[config.mk]
export PLATFORM = sky130hd
export DESIGN_NAME = commit_trace_writer
export DESIGN_NICKNAME = d
export VERILOG_FILES = /design/src/rtl/trace_pkg.sv /design/src/rtl/trace_fifo2w1r.sv /design/src/rtl/commit_trace_writer.sv
export SDC_FILE = /design/constraint.sdc
export NUM_CORES = 1
export LEC_CHECK = 0
export BUFFER_PORTS_ARGS = -buffer_cell sky130_fd_sc_hd__buf_2
export CAP_MARGIN = 20
export CORE_UTILIZATION = 30
export DETAILED_ROUTE_END_ITERATION = 12
export PLACE_DENSITY = 0.53
export SETUP_SLACK_MARGIN = 0.3
export SLEW_MARGIN = 40
export SYNTH_ARGS = -nofsm -noshare
export SYNTH_HDL_FRONTEND = slang
export SYNTH_SLANG_ARGS = --single-unit
[constraint.sdc]
create_clock -name clk -period 20.4 [get_ports clk]
set_input_delay 1.02 -clock clk [delete_from_list [all_inputs] [get_ports clk]]
set_output_delay 1.02 -clock clk [all_outputs]
set_load 0.02 [all_outputs]
[src/rtl/trace_pkg.sv]
// rtl/trace_pkg.sv - shared record type and lane count for the commit trace writer
package trace_pkg;

    localparam int TRACE_LANES = 2;

    typedef struct packed {
        logic [31:0] pc;
        logic [4:0]  wnum;
        logic [31:0] wdata;
    } trace_rec_t;

endpackage

[src/rtl/trace_fifo2w1r.sv]
// rtl/trace_fifo2w1r.sv - two-write one-read first-word-fall-through record FIFO
module trace_fifo2w1r
    import trace_pkg::*;
#(
    parameter int DEPTH = 16
) (
    input  logic                     clk,
    input  logic                     resetn,
    input  logic                     we0,
    input  trace_rec_t               wd0,
    input  logic                     we1,
    input  trace_rec_t               wd1,
    input  logic                     re,
    output trace_rec_t               rdata,
    output logic                     full,
    output logic                     empty,
    output logic [$clog2(DEPTH):0]   count
);

    localparam int AW = $clog2(DEPTH);

    trace_rec_t      mem_q [DEPTH];
    logic [AW:0]     wr_ptr_q, wr_ptr_d;
    logic [AW:0]     rd_ptr_q, rd_ptr_d;
    logic [AW-1:0]   wr_idx0, wr_idx1;
    logic            do_pop;

    assign empty  = (wr_ptr_q == rd_ptr_q);
    assign full   = (wr_ptr_q[AW] != rd_ptr_q[AW]) && (wr_ptr_q[AW-1:0] == rd_ptr_q[AW-1:0]);
    assign count  = wr_ptr_q - rd_ptr_q;
    assign do_pop = re & ~empty;

    // Port 1 lands right after port 0 when both write, otherwise at the tail itself.
    assign wr_idx0 = wr_ptr_q[AW-1:0];
    assign wr_idx1 = wr_ptr_q[AW-1:0] + AW'(we0);

    assign wr_ptr_d = wr_ptr_q + (AW+1)'(we0) + (AW+1)'(we1);
    assign rd_ptr_d = rd_ptr_q + (AW+1)'(do_pop);

    // Empty reads return zero so the output fields match their reset values.
    assign rdata = empty ? '0 : mem_q[rd_ptr_q[AW-1:0]];

    always_ff @(posedge clk) begin
        if (we0) mem_q[wr_idx0] <= wd0;
        if (we1) mem_q[wr_idx1] <= wd1;
    end

    always_ff @(posedge clk or negedge resetn) begin
        if (!resetn) begin
            wr_ptr_q <= '0;
            rd_ptr_q <= '0;
        end else begin
            wr_ptr_q <= wr_ptr_d;
            rd_ptr_q <= rd_ptr_d;
        end
    end

endmodule

[src/rtl/commit_trace_writer.sv]
// rtl/commit_trace_writer.sv - dual-lane commit capture into an ordered trace stream (optional TRACE_DROP_CNT_EN drop counter)
module commit_trace_writer
    import trace_pkg::*;
#(
    parameter int DEPTH = 16,
    parameter int CNT_W = 16
) (
    input  logic                        clk,
    input  logic                        resetn,
    input  logic                        trace_en,
    input  logic                        clr_ovf,
    input  logic [TRACE_LANES-1:0]      wb_valid,
    input  logic [TRACE_LANES*32-1:0]   wb_pc,
    input  logic [TRACE_LANES*5-1:0]    wb_rd,
    input  logic [TRACE_LANES*32-1:0]   wb_wdata,
    output logic                        out_valid,
    input  logic                        out_ready,
    output logic [31:0]                 out_pc,
    output logic [4:0]                  out_wnum,
    output logic [31:0]                 out_wdata,
    output logic                        ovf,
    output logic [CNT_W-1:0]            drop_cnt
);

    localparam int AW = $clog2(DEPTH);

    trace_rec_t  rec0, rec1, wd0, wd1, head;
    logic        cand0, cand1;
    logic        we0, we1;
    logic        full, empty, pop;
    logic [AW:0] count, free;
    logic [1:0]  n_drop;
    logic        ovf_q, ovf_d;

    assign rec0  = '{pc: wb_pc[31:0],  wnum: wb_rd[4:0], wdata: wb_wdata[31:0]};
    assign rec1  = '{pc: wb_pc[63:32], wnum: wb_rd[9:5], wdata: wb_wdata[63:32]};
    assign cand0 = trace_en & wb_valid[0] & (wb_rd[4:0] != 5'd0);
    assign cand1 = trace_en & wb_valid[1] & (wb_rd[9:5] != 5'd0);

    // Space comes from the registered occupancy only; a same-cycle pop never helps.
    assign free = full ? '0 : (AW+1)'(DEPTH) - count;

    always_comb begin
        we0    = 1'b0;
        we1    = 1'b0;
        wd0    = rec0;
        wd1    = rec1;
        n_drop = 2'd0;
        if (cand0 && cand1) begin
            we0    = (free != '0);
            we1    = (free >= (AW+1)'(2));
            n_drop = (free == '0) ? 2'd2 : (free == (AW+1)'(1)) ? 2'd1 : 2'd0;
        end else if (cand0 || cand1) begin
            wd0    = cand0 ? rec0 : rec1;
            we0    = (free != '0);
            n_drop = (free == '0) ? 2'd1 : 2'd0;
        end
    end

    trace_fifo2w1r #(.DEPTH(DEPTH)) u_fifo (
        .clk    (clk),
        .resetn (resetn),
        .we0    (we0),
        .wd0    (wd0),
        .we1    (we1),
        .wd1    (wd1),
        .re     (pop),
        .rdata  (head),
        .full   (full),
        .empty  (empty),
        .count  (count)
    );

    assign out_valid = ~empty;
    assign pop       = out_valid & out_ready;
    assign out_pc    = head.pc;
    assign out_wnum  = head.wnum;
    assign out_wdata = head.wdata;

    // A drop in the same cycle as a clear keeps the flag set.
    assign ovf_d = (n_drop != 2'd0) ? 1'b1 : (clr_ovf ? 1'b0 : ovf_q);
    assign ovf   = ovf_q;

    always_ff @(posedge clk or negedge resetn) begin
        if (!resetn) ovf_q <= 1'b0;
        else         ovf_q <= ovf_d;
    end

`ifdef TRACE_DROP_CNT_EN
    logic [CNT_W-1:0] drop_cnt_q, drop_cnt_d;
    logic [CNT_W:0]   drop_sum;

    always_comb begin
        drop_sum = {1'b0, drop_cnt_q} + (CNT_W+1)'(n_drop);
        if (clr_ovf)              drop_cnt_d = CNT_W'(n_drop);
        else if (drop_sum[CNT_W]) drop_cnt_d = '1;
        else                      drop_cnt_d = drop_sum[CNT_W-1:0];
    end

    always_ff @(posedge clk or negedge resetn) begin
        if (!resetn) drop_cnt_q <= '0;
        else         drop_cnt_q <= drop_cnt_d;
    end

    assign drop_cnt = drop_cnt_q;
`else
    assign drop_cnt = '0;
`endif

endmodule

; ---- After elaboration in Yosys (flattened, before gate mapping)
; Memory sizes are Yosys's and may differ from the RTL's.
; Cells that the tools add are included.
; W data, S select, Z words.
[word_totals]
output_inout_bits = 87
memories = 1
word_cells = 50
ramBits = 1104
regBits = 11
[classes]
muxes = 19
eq_ne = 4
n_reduce_logical = 9
add_sub_neg = 6
order_cmp = 1
bitwise_logic = 7
[mem_list]
columns = name, depth, word_bits, read_ports, rd_ports_with_merged_regs, wr, line
row1 = u_fifo.mem_q, 16, 69, 1, 0, 2, trace_fifo2w1r.sv:22  ; trace_rec_t mem_q [DEPTH];
[ops]
columns = operator, n
row1 = $mux W69, 4
row2 = $add A5 B1 Y5, 3
row3 = $reduce_bool A5 Y1, 3
row4 = $mux W1, 12
row5 = $and A1 B1 Y1, 6
row6 = $eq A5 B1 Y1 const B, 1
row7 = $eq A5 B5 Y1, 1
row8 = $ge A5 B2 Y1 const B, 1
row9 = $logic_not A5 Y1, 1
row10 = $mux W5, 1
row11 = $sub A5 B5 Y5, 1
row12 = $sub A5 B5 Y5 const A, 1
row13 = $add A4 B1 Y4, 1
row14 = $eq A4 B4 Y1, 1
row15 = $mux W2, 2
row16 = $reduce_bool A2 Y1, 2
row17 = $logic_and A1 B1 Y1, 2
row18 = $logic_or A1 B1 Y1, 1
row19 = $ne A1 B1 Y1, 1
row20 = $not A1 Y1, 1

; ---- Longest topological paths before layout
[logic_depth]
depth_word = 9
mapped_depth = 27
depth_no_buf = 19

; ---- Hierarchy
; From an unflattened synthesis, not the netlist that was laid out.
[hier_totals]
cells_unflattened = 3862
hier_area_um2 = 56445.4
[modules_own_cells]
columns = module, cells_per_inst, instances, area_per_inst_um2, seq_area_each_um2
row1 = trace_fifo2w1r, 3740, 1, 55279.3, 33402.0
row2 = commit_trace_writer, 122, 1, 1166.1, 25.0

; ---- Worst setup path before layout
; No wires, ideal clock.
[synth_timing]
path_kind = flip-flop to flip-flop
from = register u_fifo.rd_ptr_q[0]
to = memory u_fifo.mem_q[10][0] in the netlist's numbering, enable pin
stages_incl_launch_ff = 17
path_slack_ps = 12026
arrival_time_ps = 7782
required_time_ps = 19809
cell_sequence = dfrtp_1 -> clkbuf_1 -> buf_2 -> buf_2 -> inv_1 -> ha_1 -> inv_1 -> ha_1 -> fa_1 -> xnor2_1 -> nand2_1 -> o31a_1 -> o21a_1 -> buf_2 -> buf_2 -> o2111ai_1 -> o21ai_0
[synth_rtl]
columns = item, line
row1 = "start, declared", trace_fifo2w1r.sv:24  ; logic [AW:0] rd_ptr_q, rd_ptr_d;
row2 = "start signal, assigned", trace_fifo2w1r.sv:54  ; rd_ptr_q <= rd_ptr_d;
row3 = "end, declared", trace_fifo2w1r.sv:22

==> impl_metrics.toml <==
[synth]
dominantRegCellSynth = "edfxtp_1"
yosys_warnings = 0
synth_area_um2 = 55700
synth_largest_area_cell = "edfxtp_1"
dominant_cell_by_count_in_the_synthesized_netlist = "edfxtp_1"
synth.lib_cells_used.distinct = 53
yosysSeqAreaShare_pct = 60.0
asyncSetResetFlopFracSynth_pct = 0.987
post_synth_inst_count = 3494
synth.top_cells.by_area = "edfxtp_1 59%, o2bb2ai_1 16%, mux4_2 14%"
syn-mean-instance-area_um2 = 16.0
synth.ff_latch_count = 1115
synth_enable_flop_cells = 1104
yosys-top-cells-count = "1,104 x edfxtp_1, 1,024 x o2bb2ai_1, 345 x mux4_2, 232 x clkbuf_1, 190 x buf_2"
synthDominantCellAreaShare_pct = 59.5

[pwr]
power.density_nw_per_um2 = 130
vdd_drop_max_v = 0.000118
clock_share_of_power_pct = 25.2
power.total_mw = 8.15
p_sw_share_pct = 36.4
power.share.sequential_pct = 36.9
power.switching_mw = 2.97
intPower_mw = 5.18
combinational_group_share_of_total_power_pct = 38.0
leakagePower_nw = 18.5

[timing]
relSlewSlack_pct = 36.5
worst_pin_slew_ns = 0.953
final-setup-viol-count = 0
tns_ns = 0
fin_crit_sh_pct = 34.3
number_of_slew_limit_violations_in_the_final_report = 0
min_period_ns = 6.99
clock.fmax_mhz = 143
setup_repair_after_global_routing_missed_its_margin = "no"
clock_skew_ns = 0.0451
final-hold-violation-count = 0

[grt]
grt_overflow = 0
global_routing_usage_summed_across_all_routing_layers_pct = 20.7
first_pass_grt_wire_length_um = 279000
antenna_found_initial = 21
grt_pass1_vias = 36000
grt_max_degree = 69

[floorplanning]
floorplan.die_area_um2 = 188000
starting_density_of_the_core_pct = 30.3
die_y_um = 433
fp.dieW_um = 433
core-area_um2 = 184000
number_of_primary_i_o_pins = 232
placementRows = 157

[routing]
routed_wl_um = 197000
drt_first_iter_violations = 3822
total_iterations_of_the_first_detailed_routing_run = 7
num_vias = 35500
via_density_per_instance = 5.94
drc = 0
antenna_left = 0
post_drt_wl_per_cell_um = 32.9

[placement]
dp.final_hpwl_um = 111000
globalplace.congestion = 0.810
placement.cell_area_um2 = 59000
io_buffer_count = 215

[worst_setup_path]
r2r_setup_slack_ns = 13.41
depth_of_the_worst_register_to_register_path = 16
crit_path_end_kind = "flip-flop"
arrival_ns = 7.35
worstSetupStartpointType = "flip-flop"
cp_max_fo = 39
required_ns = 20.76
path_type_of_the_worst_setup_path = "reg -> reg"

[cts]
cts_post_setup_buffers_inserted = 0
worstSkewPairLatency_ns = 0.77
ctsLongestPathBuffers = 3
htree_levels = 3
tritoncts_clock_tree = "yes"
cts_hold_buf = 0
clock_sinks = 1115
cts.clk_slew.worst_paths_ns = 0.06
cts-buffers-inserted = 116
cts-resized-gates = 0
cts-root-buf = "clkbuf_16"

[final_layout]
area.growth.synth_to_final_pct = 12.3
drive_gt1_share_pct = 26.9
postLayoutCoreUtil_pct = 34.0
postLayoutCellArea_um2 = 62600
nets = 3565

[run_status]
status = "finished clean"

[worst_hold_path]
hp-class = "in -> async"

[job]
maxCapViolations = 0
==> kinds of logic after synthesis <==
kind of cell               Yosys count  synth area share (%)
AOI/OAI and AO/OA                 1162                  17.7
DFF                               1115                  60.0
buffers and inverters              552                  4.52
muxes                              350                  14.0
and+or+nand+nor                    290                  3.28
adders and majority gates           16                 0.382
xor gates and xnor gates             8                 0.139
other                                1               0.00673
==> routing by layer <==
layer / vias up / track usage (%) / routed length [um]
li1: 14600 / - / -
met1: 19000 / 26.8 / 79000
met2: 1578 / 35.4 / 99400
met3: 319 / 2.77 / 11800
met4: 0 / 7.25 / 6420
met5: - / 0 / 0
==> path summary, 6_finish.rpt <==
check                                             start                             end
min                                              resetn                 ovf$_DFFE_PN0P_
min in group clk                                clr_ovf                 ovf$_DFFE_PN0P_
min reg2reg                             ovf$_DFFE_PN0P_                 ovf$_DFFE_PN0P_
max in group asynchronous                        resetn    u_fifo.rd_ptr_q[2]$_DFF_PN0_
max reg2reg                u_fifo.rd_ptr_q[2]$_DFF_PN0_  u_fifo.mem_q[11][64]$_DFFE_PP_
max                        u_fifo.rd_ptr_q[2]$_DFF_PN0_  u_fifo.mem_q[11][64]$_DFFE_PP_
==> stage by stage <==
stage          std cells  hold WS, ns  setup slack (ns)
6_report            5969        0.160             13.41
3_5_place_dp        5751        0.515             13.32
2_1_floorplan       3509        0.477             12.03
4_1_cts             5963        0.119             13.22
5_1_grt             5967        0.145             13.00
3_3_place_gp        5737        0.512             12.61
==> power groups by stage <==
stage               Combinational (mW)  Clock [mW]  Sequential, mW
CTS                               3.15        2.08            3.01
global route                      3.27        2.16            3.03
global placement                  3.07           0            3.07
finish                            3.09        2.05            3.00
floorplan                         2.06           0            3.01
detailed placement                3.14           0            3.05
==> critical path, cell delays in order (launching register included) <==
cell     delay (ns)
dfrtp_4        0.96
ha_1           0.40
fa_1           0.39
xnor2_1        0.24
nand2_1        0.09
o31a_1         0.39
o21a_2         0.45
o21ai_0        0.35
inv_1          0.08
ha_1           0.24
ha_1           0.31
nand2_1        0.08
nor4_4         0.56
nand3_1        0.43
o21ai_4        0.23
buf_4          0.59
buf_4          0.74
==> registers in the layout, summed over array words and instances, names as in the netlist <==
signal,cells
ovf,1
u_fifo.rd_ptr_q,5
u_fifo.mem_q,1104
u_fifo.wr_ptr_q,5
==> layout by cell type, fill, tap and decap left out, types with 11 or more instances in the layout <==
| cell type | netlist | layout |
|---|---|---|
| buf_2 | 190 | 215 |
| inv_1 | 13 | 13 |
| mux4_2 | 345 | 345 |
| buf_6 | 6 | 39 |
| nand2_1 | 33 | 33 |
| nand2_2 | 18 | 18 |
| edfxtp_1 | 1104 | 1104 |
| clkbuf_1 | 232 | 35 |
| nor2_4 | 0 | 11 |
| a21oi_1 | 84 | 84 |
| clkbuf_16 | 0 | 116 |
| conb_1 | 1 | 16 |
| nand2_4 | 32 | 32 |
| o21ai_4 | 7 | 29 |
| nor3_1 | 56 | 56 |
| buf_4 | 24 | 48 |
| clkinv_2 | 0 | 21 |
| o2bb2ai_1 | 1024 | 1024 |
| nand3_1 | 16 | 16 |
| clkinv_1 | 1 | 27 |
| ha_1 | 13 | 13 |
| nor2_1 | 29 | 28 |
| nor2b_1 | 73 | 72 |
==> layout make-up <==
cell class | instances | area [um^2]
clock buffers | 151 | 3030
multi-input cells | 1842 | 20300
fillers | 17600 | 121000
flip-flops and latches | 1115 | 33400
diodes | 6 | 15.0
inverters | 14 | 52.6
clock inverters | 61 | 524
repair buffers | 316 | 2140
well taps | 2464 | 3080
No activity file was read; power rests on OpenSTA's default activity.
